`src/rtl/song_control_pkg.sv`:
```
`default_nettype none
// ============================================================================
//  Module      : song_control_pkg
//  Description : Shared state encoding and field widths for the song
//                playback sequencer and its one-second tick divider.
//  Revision    : 1.0  initial release
// ============================================================================
package song_control_pkg;

    // Encoding is visible on the state output, so values are pinned.
    typedef enum logic [2:0] {
        S_IDLE    = 3'd0,
        S_COUNTIN = 3'd1,
        S_PLAY    = 3'd2,
        S_PAUSED  = 3'd3,
        S_DONE    = 3'd4
    } state_t;

    localparam int c_TICK_W = 25;   // holds 27_000_000 - 1
    localparam int c_CD_W   = 2;    // count-in seconds, 1..3
    localparam int c_PCNT_W = 8;    // pause seconds, up to 255

endpackage : song_control_pkg
`default_nettype wire

```
`src/rtl/one_sec_tick.sv`:
```
`default_nettype none
// ============================================================================
//  Module      : one_sec_tick
//  Description : Free-running clock divider producing a one-cycle tick every
//                TICK_DIV cycles. A synchronous clear restarts the period so
//                the owner can align seconds to its own state changes.
//  Revision    : 1.0  initial release
//
//  Ports
//    clk    in  1  system clock
//    reset  in  1  synchronous, active-high
//    clear  in  1  restart the period (count returns to 0 next edge)
//    tick   out 1  high while the count sits at TICK_DIV-1
// ============================================================================
module one_sec_tick
    import song_control_pkg::*;
#(
    parameter int unsigned TICK_DIV = 27000000
) (
    input  logic clk,
    input  logic reset,
    input  logic clear,
    output logic tick
);

    localparam logic [c_TICK_W-1:0] c_LAST = c_TICK_W'(TICK_DIV - 1);

    logic [c_TICK_W-1:0] r_cnt;

    assign tick = (r_cnt == c_LAST);

    always_ff @(posedge clk) begin
        if (reset || clear || tick) begin
            r_cnt <= '0;
        end else begin
            r_cnt <= r_cnt + c_TICK_W'(1);
        end
    end

endmodule : one_sec_tick
`default_nettype wire

```
`src/rtl/song_control.sv`:
```
`default_nettype none
// ============================================================================
//  Module      : song_control
//  Description : Playback sequencer between the front-panel FSM and the song
//                elapsed-time counter. Runs a count-in, starts the timer,
//                holds it while not playing, ends the song on song_done or
//                the length cap, and abandons an over-long pause.
//  Revision    : 1.0  initial release
//
//  Ports
//    clk         in  1  system clock
//    reset       in  1  synchronous, active-high
//    play        in  1  pulse: start a song
//    pause       in  1  pulse: toggle pause
//    stop        in  1  pulse: abort to IDLE
//    song_done   in  1  level: song memory exhausted
//    seconds     in  8  elapsed seconds from the timer
//    start_song  out 1  pulse: clear and run the timer
//    pause_song  out 1  level: hold the timer
//    playing     out 1  high in PLAY
//    finished    out 1  pulse on entry to DONE
//    countdown   out 2  remaining count-in seconds, 0 elsewhere
//    state       out 3  current state code
// ============================================================================
module song_control
    import song_control_pkg::*;
#(
    parameter int unsigned TICK_DIV      = 27000000,
    parameter int unsigned COUNT_IN      = 3,
    parameter int unsigned PAUSE_TIMEOUT = 30,
    parameter int unsigned MAX_SECONDS   = 240
) (
    input  logic       clk,
    input  logic       reset,
    input  logic       play,
    input  logic       pause,
    input  logic       stop,
    input  logic       song_done,
    input  logic [7:0] seconds,
    output logic       start_song,
    output logic       pause_song,
    output logic       playing,
    output logic       finished,
    output logic [1:0] countdown,
    output logic [2:0] state
);

    localparam logic [c_CD_W-1:0]   c_COUNT_IN = c_CD_W'(COUNT_IN);
    localparam logic [c_PCNT_W-1:0] c_PAUSE_TO = c_PCNT_W'(PAUSE_TIMEOUT);
    localparam logic [7:0]          c_MAX_SEC  = 8'(MAX_SECONDS);

    state_t               r_state,     w_state_nx;
    logic [c_CD_W-1:0]    r_countdown, w_countdown_nx;
    logic [c_PCNT_W-1:0]  r_pause_cnt, w_pause_cnt_nx;
    logic                 r_start,     w_start_nx;
    logic                 r_finished,  w_finished_nx;
    logic                 r_pause_song;
    logic                 r_playing;

    logic                 w_tick;
    logic                 w_state_change;
    logic                 w_song_end;
    logic [c_PCNT_W-1:0]  w_pause_inc;

    // Restarting the divider on every state change makes each state's first
    // second a full TICK_DIV cycles long.
    assign w_state_change = (w_state_nx != r_state);

    one_sec_tick #(
        .TICK_DIV (TICK_DIV)
    ) u_tick (
        .clk   (clk),
        .reset (reset),
        .clear (w_state_change),
        .tick  (w_tick)
    );

    assign w_song_end  = song_done || (seconds >= c_MAX_SEC);
    assign w_pause_inc = r_pause_cnt + c_PCNT_W'(1);

    // ------------------------------------------------------------------
    // Next-state and next-output logic. stop is tested first everywhere
    // so that it beats play/pause/end arriving in the same cycle.
    // ------------------------------------------------------------------
    always_comb begin
        w_state_nx     = r_state;
        w_countdown_nx = r_countdown;
        w_pause_cnt_nx = r_pause_cnt;
        w_start_nx     = 1'b0;
        w_finished_nx  = 1'b0;

        case (r_state)
            S_IDLE: begin
                w_countdown_nx = '0;
                if (play && !stop) begin
                    w_state_nx     = S_COUNTIN;
                    w_countdown_nx = c_COUNT_IN;
                end
            end

            S_COUNTIN: begin
                if (stop) begin
                    w_state_nx     = S_IDLE;
                    w_countdown_nx = '0;
                end else if (w_tick) begin
                    if (r_countdown == c_CD_W'(1)) begin
                        w_state_nx     = S_PLAY;
                        w_start_nx     = 1'b1;
                        w_countdown_nx = '0;
                    end else begin
                        w_countdown_nx = r_countdown - c_CD_W'(1);
                    end
                end
            end

            S_PLAY: begin
                w_countdown_nx = '0;
                if (stop) begin
                    w_state_nx = S_IDLE;
                end else if (w_song_end) begin
                    w_state_nx    = S_DONE;
                    w_finished_nx = 1'b1;
                end else if (pause) begin
                    w_state_nx = S_PAUSED;
                end
            end

            S_PAUSED: begin
                w_countdown_nx = '0;
                if (stop) begin
                    w_state_nx = S_IDLE;
                end else if (pause) begin
                    // Resume without start_song so the timer keeps its value.
                    w_state_nx = S_PLAY;
                end else if (w_tick) begin
                    if (w_pause_inc >= c_PAUSE_TO) begin
                        w_state_nx = S_IDLE;
                    end else begin
                        w_pause_cnt_nx = w_pause_inc;
                    end
                end
            end

            S_DONE: begin
                w_countdown_nx = '0;
                if (stop) begin
                    w_state_nx = S_IDLE;
                end else if (play) begin
                    w_state_nx     = S_COUNTIN;
                    w_countdown_nx = c_COUNT_IN;
                end
            end

            default: begin
                w_state_nx     = S_IDLE;
                w_countdown_nx = '0;
            end
        endcase

        // The pause counter only lives inside PAUSED, so it is zero on entry.
        if (w_state_nx != S_PAUSED) begin
            w_pause_cnt_nx = '0;
        end
    end

    always_ff @(posedge clk) begin
        if (reset) begin
            r_state      <= S_IDLE;
            r_countdown  <= '0;
            r_pause_cnt  <= '0;
            r_start      <= 1'b0;
            r_finished   <= 1'b0;
            r_pause_song <= 1'b1;
            r_playing    <= 1'b0;
        end else begin
            r_state      <= w_state_nx;
            r_countdown  <= w_countdown_nx;
            r_pause_cnt  <= w_pause_cnt_nx;
            r_start      <= w_start_nx;
            r_finished   <= w_finished_nx;
            r_pause_song <= (w_state_nx != S_PLAY);
            r_playing    <= (w_state_nx == S_PLAY);
        end
    end

    assign start_song = r_start;
    assign pause_song = r_pause_song;
    assign playing    = r_playing;
    assign finished   = r_finished;
    assign countdown  = r_countdown;
    assign state      = r_state;

endmodule : song_control
`default_nettype wire
```
`config.mk`:
```
export PLATFORM = sky130hd
export DESIGN_NAME = song_control
export DESIGN_NICKNAME = d
export VERILOG_FILES = /design/src/rtl/song_control_pkg.sv /design/src/rtl/one_sec_tick.sv /design/src/rtl/song_control.sv
export SDC_FILE = /design/constraint.sdc
export NUM_CORES = 1
export LEC_CHECK = 0
export ABC_AREA = 1
export BUFFER_PORTS_ARGS = -buffer_cell sky130_fd_sc_hd__buf_2
export CAP_MARGIN = 10
export CORE_MARGIN = 1
export CORE_UTILIZATION = 58
export DETAILED_ROUTE_END_ITERATION = 8
export GPL_ROUTABILITY_DRIVEN = 0
export PLACE_DENSITY = 0.79
export SYNTH_ARGS = -nofsm -noshare
export SYNTH_HDL_FRONTEND = slang
export SYNTH_SLANG_ARGS = --single-unit
```
`constraint.sdc`:
```
create_clock -name clk -period 2.3 [get_ports clk]
set_clock_uncertainty 0.05 [all_clocks]
set_input_delay 0.69 -clock clk [delete_from_list [all_inputs] [get_ports clk]]
set_output_delay 0.69 -clock clk [all_outputs]
set_load 0.03 [all_outputs]
```
==> results.txt <==
The run finished with clean final reports. The die covers 4176 um2. The count of flip-flops with a built-in enable after synthesis is 0. The final max-slew violation count is 0. In this run, the number of DRC markers left after iteration 0 of detailed routing was 74. The total routing usage reported by global routing came out at 0.2082.

The flip-flop and latch count after synthesis is 42. The critical path's slowest cell is sky130_fd_sc_hd__dfxtp_1. The HPWL after detailed placement is 3.059 mm.

Data on the critical path arrives at its endpoint at ~2.2 ns. The maximum ir drop on the vdd rail came out at roughly 400 uV. The design internal power is roughly 1100 uW.

In the routed design, unresolved DRC markers number 0. In this run the clock root is driven by a sky130_fd_sc_hd__clkbuf_8. After detailed routing, the total wire length is between 4 and 5 mm. The clock insertion delay at the later pin of the skew report is 0.29 ns.

Of the cells placed in the final design, the portion with a size suffix greater than 1 is 0.2052. Clock-pin slew was measured on the worst setup and hold paths at approximately 0.080 ns. The design draws ~1400 uW. The number of fillers in the final layout is 340. The flip-flop and latch area is 840.8 um2. For this run, asynchronously set or reset flops after synthesis account for 0. In this run the standard cell core region covers between 3000 and 4000 um2. The most numerous cell in the Yosys netlist is sky130_fd_sc_hd__nand2_1. Buffers inserted during clock tree synthesis total 5. Setup violations remaining at the end of the flow were counted as 0. The hold-fix buffer count after cts came out at 0. The startpoint of the most critical hold path is u_tick.r_cnt[0]. The combinational group share of total power is 0.056. The multi-input logic area came out at ~1200 um2. Across the run, the number of max-cap violations was 0. The final design utilization is 0.6852. In the routed layout, each cell is associated on average with a via count of 4.997. The type of the worst setup path is reg -> reg. The share of synthesized area occupied by flip-flops and latches is 0.3696. The site row count is 22. The count of nets after finishing came out at about 360. The total number of yosys warnings is 0. The element type at the critical path end is a flop. The startpoint identified for the worst register-to-register timing path is u_tick.r_cnt[0]. The fraction of synthesized cell area taken by the top area cell type is 0.3696. The sink count of the clock tree came out at 42. The count of antenna diodes in the layout came out at 0.

The most common cell type on the critical path is sky130_fd_sc_hd__nand2_1. The worst-margin pin slew came out at around 0.41 ns. The horizontal die dimension is between 60 and 70 um.

The beginning of the critical path is u_tick.r_cnt[0]. The global route total overflow came out at 0. Of the total power, the share spent switching nets is 0.2168. The number of nets with antenna violations after routing came out at 0. The synthesized design spends more area on one cell type than any other, namely sky130_fd_sc_hd__dfxtp_1. STA classifies the critical path startpoint as a flop. The final critical-path required period came out at 2.077 ns. The total via count in the routed design is about 2000. The worst hold-check path type is reg -> reg.

Before antenna repair, the detailed router went through 4 iterations. The commonest cells after synthesis are sky130_fd_sc_hd__nand2_1, sky130_fd_sc_hd__inv_1, sky130_fd_sc_hd__dfxtp_1. The tightest hold margin is between 0.4 and 0.5 ns. The reported leakage power is roughly 0.001 uW. In this design, the stage delay of the slowest critical-path cell is ~0.38 ns. The maximum frequency from static timing analysis came out at a little under 500 MHz.

The clock tree buffer depth came out at 2. The number of H-tree levels came out at 2. The initial core utilization came out at 0.6121.

After detailed routing, the average wire length per cell comes to 10.34 um. The post-CTS setup buffer count came out at 0. In this run the worst path has a maximum fanout of 5. The first-pass GRT wire length is 6.810 mm. The count of final hold-check violations came to 0.

The period utilization is 0.9029. Yosys attributes the largest share of cell area to sky130_fd_sc_hd__dfxtp_1, sky130_fd_sc_hd__nand2_1, sky130_fd_sc_hd__inv_1. For this design the total switching power over the nets is between 200 and 300 uW.

Of the total power, the clock network draws 0.409. The headroom to the max-slew limit came out at 0.7213. The summed negative setup slack over all endpoints is 0 ns. The number of antenna violations at the first check in global routing came to 0.

In the synthesized netlist the dominant register cell turns out to be sky130_fd_sc_hd__dfxtp_1. The proportion of power drawn by flip-flops and latches is 0.535. The critical path goes through ha_1 -> nand2_1 -> nor2_2 -> nand2_1 -> inv_2 -> nand2_2 -> nor3_4 -> nand2_1 -> nand2_1 -> nand4_1 -> buf_4 -> nor2_1 -> inv_1. The count of distinct cell types in the synthesized netlist came out at 28. In this run the power density over the cells is around 540 nW/um2. 23 I/O pins were placed. In this run the mean area of a mapped cell was 7.108 um2. The area growth from synthesis to layout is 11.94%. The count of buffers inserted at the top-level ports came out at 18. The area of the mapped netlist came out at roughly 2300 um2. The height of the chip is about 65 um.

TritonCTS built the clock tree. The number of global-route vias before repair came out at roughly 1700. The largest net degree at the start of global routing came out at 26. The data required time at the worst endpoint came out at ~2.4 ns. When the netlist entered floorplanning its net count stood at 338. The number of standard cells after synthesis is 320.
[power groups by stage]
| stage | logic [uW] | registers, uW | clock network [uW] |
|---|---|---|---|
| 2_1_floorplan | 46.2 | 762 | 0 |
| 3_3_place_gp | 75.5 | 757 | 0 |
| 3_5_place_dp | 77.1 | 757 | 0 |
| 4_1_cts | 77.7 | 740 | 582 |
| 5_1_grt | 85.6 | 741 | 606 |
| 6_report | 77.7 | 740 | 565 |
[layout by cell type, fill, tap and decap left out, types with 2 or more instances in the layout]
master	instances
sky130_fd_sc_hd__nor4_1	3
sky130_fd_sc_hd__xnor2_1	8
sky130_fd_sc_hd__nand4_1	12
sky130_fd_sc_hd__nand2_2	2
sky130_fd_sc_hd__o21bai_1	2
sky130_fd_sc_hd__xor2_1	15
sky130_fd_sc_hd__nor3_2	3
sky130_fd_sc_hd__clkbuf_8	5
sky130_fd_sc_hd__inv_2	7
sky130_fd_sc_hd__buf_2	18
sky130_fd_sc_hd__dfxtp_1	42
sky130_fd_sc_hd__clkinv_2	2
sky130_fd_sc_hd__nand3_2	3
sky130_fd_sc_hd__a21oi_1	4
sky130_fd_sc_hd__buf_4	2
sky130_fd_sc_hd__nor2_2	24
sky130_fd_sc_hd__nor4_2	2
sky130_fd_sc_hd__ha_1	4
sky130_fd_sc_hd__inv_1	47
sky130_fd_sc_hd__nor3_1	6
sky130_fd_sc_hd__nand2_1	68
sky130_fd_sc_hd__nor2_1	40
sky130_fd_sc_hd__nand3_1	15
sky130_fd_sc_hd__o21ai_0	4
[registers in the layout (all words and copies together), names as in the netlist]
| signal | count |
|---|---|
| finished | 1 |
| state | 3 |
| pause_song | 1 |
| playing | 1 |
| r_pause_cnt | 8 |
| start_song | 1 |
| u_tick.r_cnt | 25 |
| countdown | 2 |
[through the flow]
step                cells  worst slack (ns)  area, um2
finish                394            0.2234       2546
global placement      386            0.1393       2432
global route          394         -0.002153       2546
floorplan             320            0.4124       2275
detailed placement    386           0.09848       2432
CTS                   394            0.2107       2541
[worst max-delay path: cells and delay by family (launching register included)]
kind	cells	cell delay, ns
and+or+nand+nor	9	1.03
buffers and inverters	3	0.31
DFF	1	0.38
adders and majority gates	1	0.20
[cells by family (layout without fill, tap and decap cells)]
kind of cell	after synthesis	after routing	share of synthesized area
flops	42	42	0.3696
simple gates	181	181	0.3856
fa+ha+maj	4	4	0.02200
compound gates	12	12	0.03135
buf+inv	58	84	0.1029
xor+xnor	23	23	0.08856
[repair_timing]
item / CTS / global route
gates resized for setup: 0 / 1
endpoints found under the hold margin: 0 / 0
setup endpoints to repair: 0 / 5
[metal layers]
layer,vias to the layer above,global-route usage,share of wire
met5,-,0,0
met1,882,0.2634,0.49
li1,1044,-,-
met3,5,0.04049,0.037
met4,0,0.06667,0.011
met2,38,0.3539,0.46
[final cells by class]
class,count,area share
clock buffers,5,0.02703
clock inverters,3,0.01572
inverters,55,0.08108
multi-input cells,220,0.4732
flip-flops and latches,42,0.3302
well taps,48,0.02359
repair buffers,21,0.04914
[final timing paths]
path                endpoint  slack (ns)  depth (start not counted)
max               pause_song        0.22                         13
max reg2reg       pause_song        0.22                         13
min reg2reg  u_tick.r_cnt[0]        0.41                          1
min          u_tick.r_cnt[0]        0.41                          1
No activity file was read; power rests on OpenSTA's default activity.
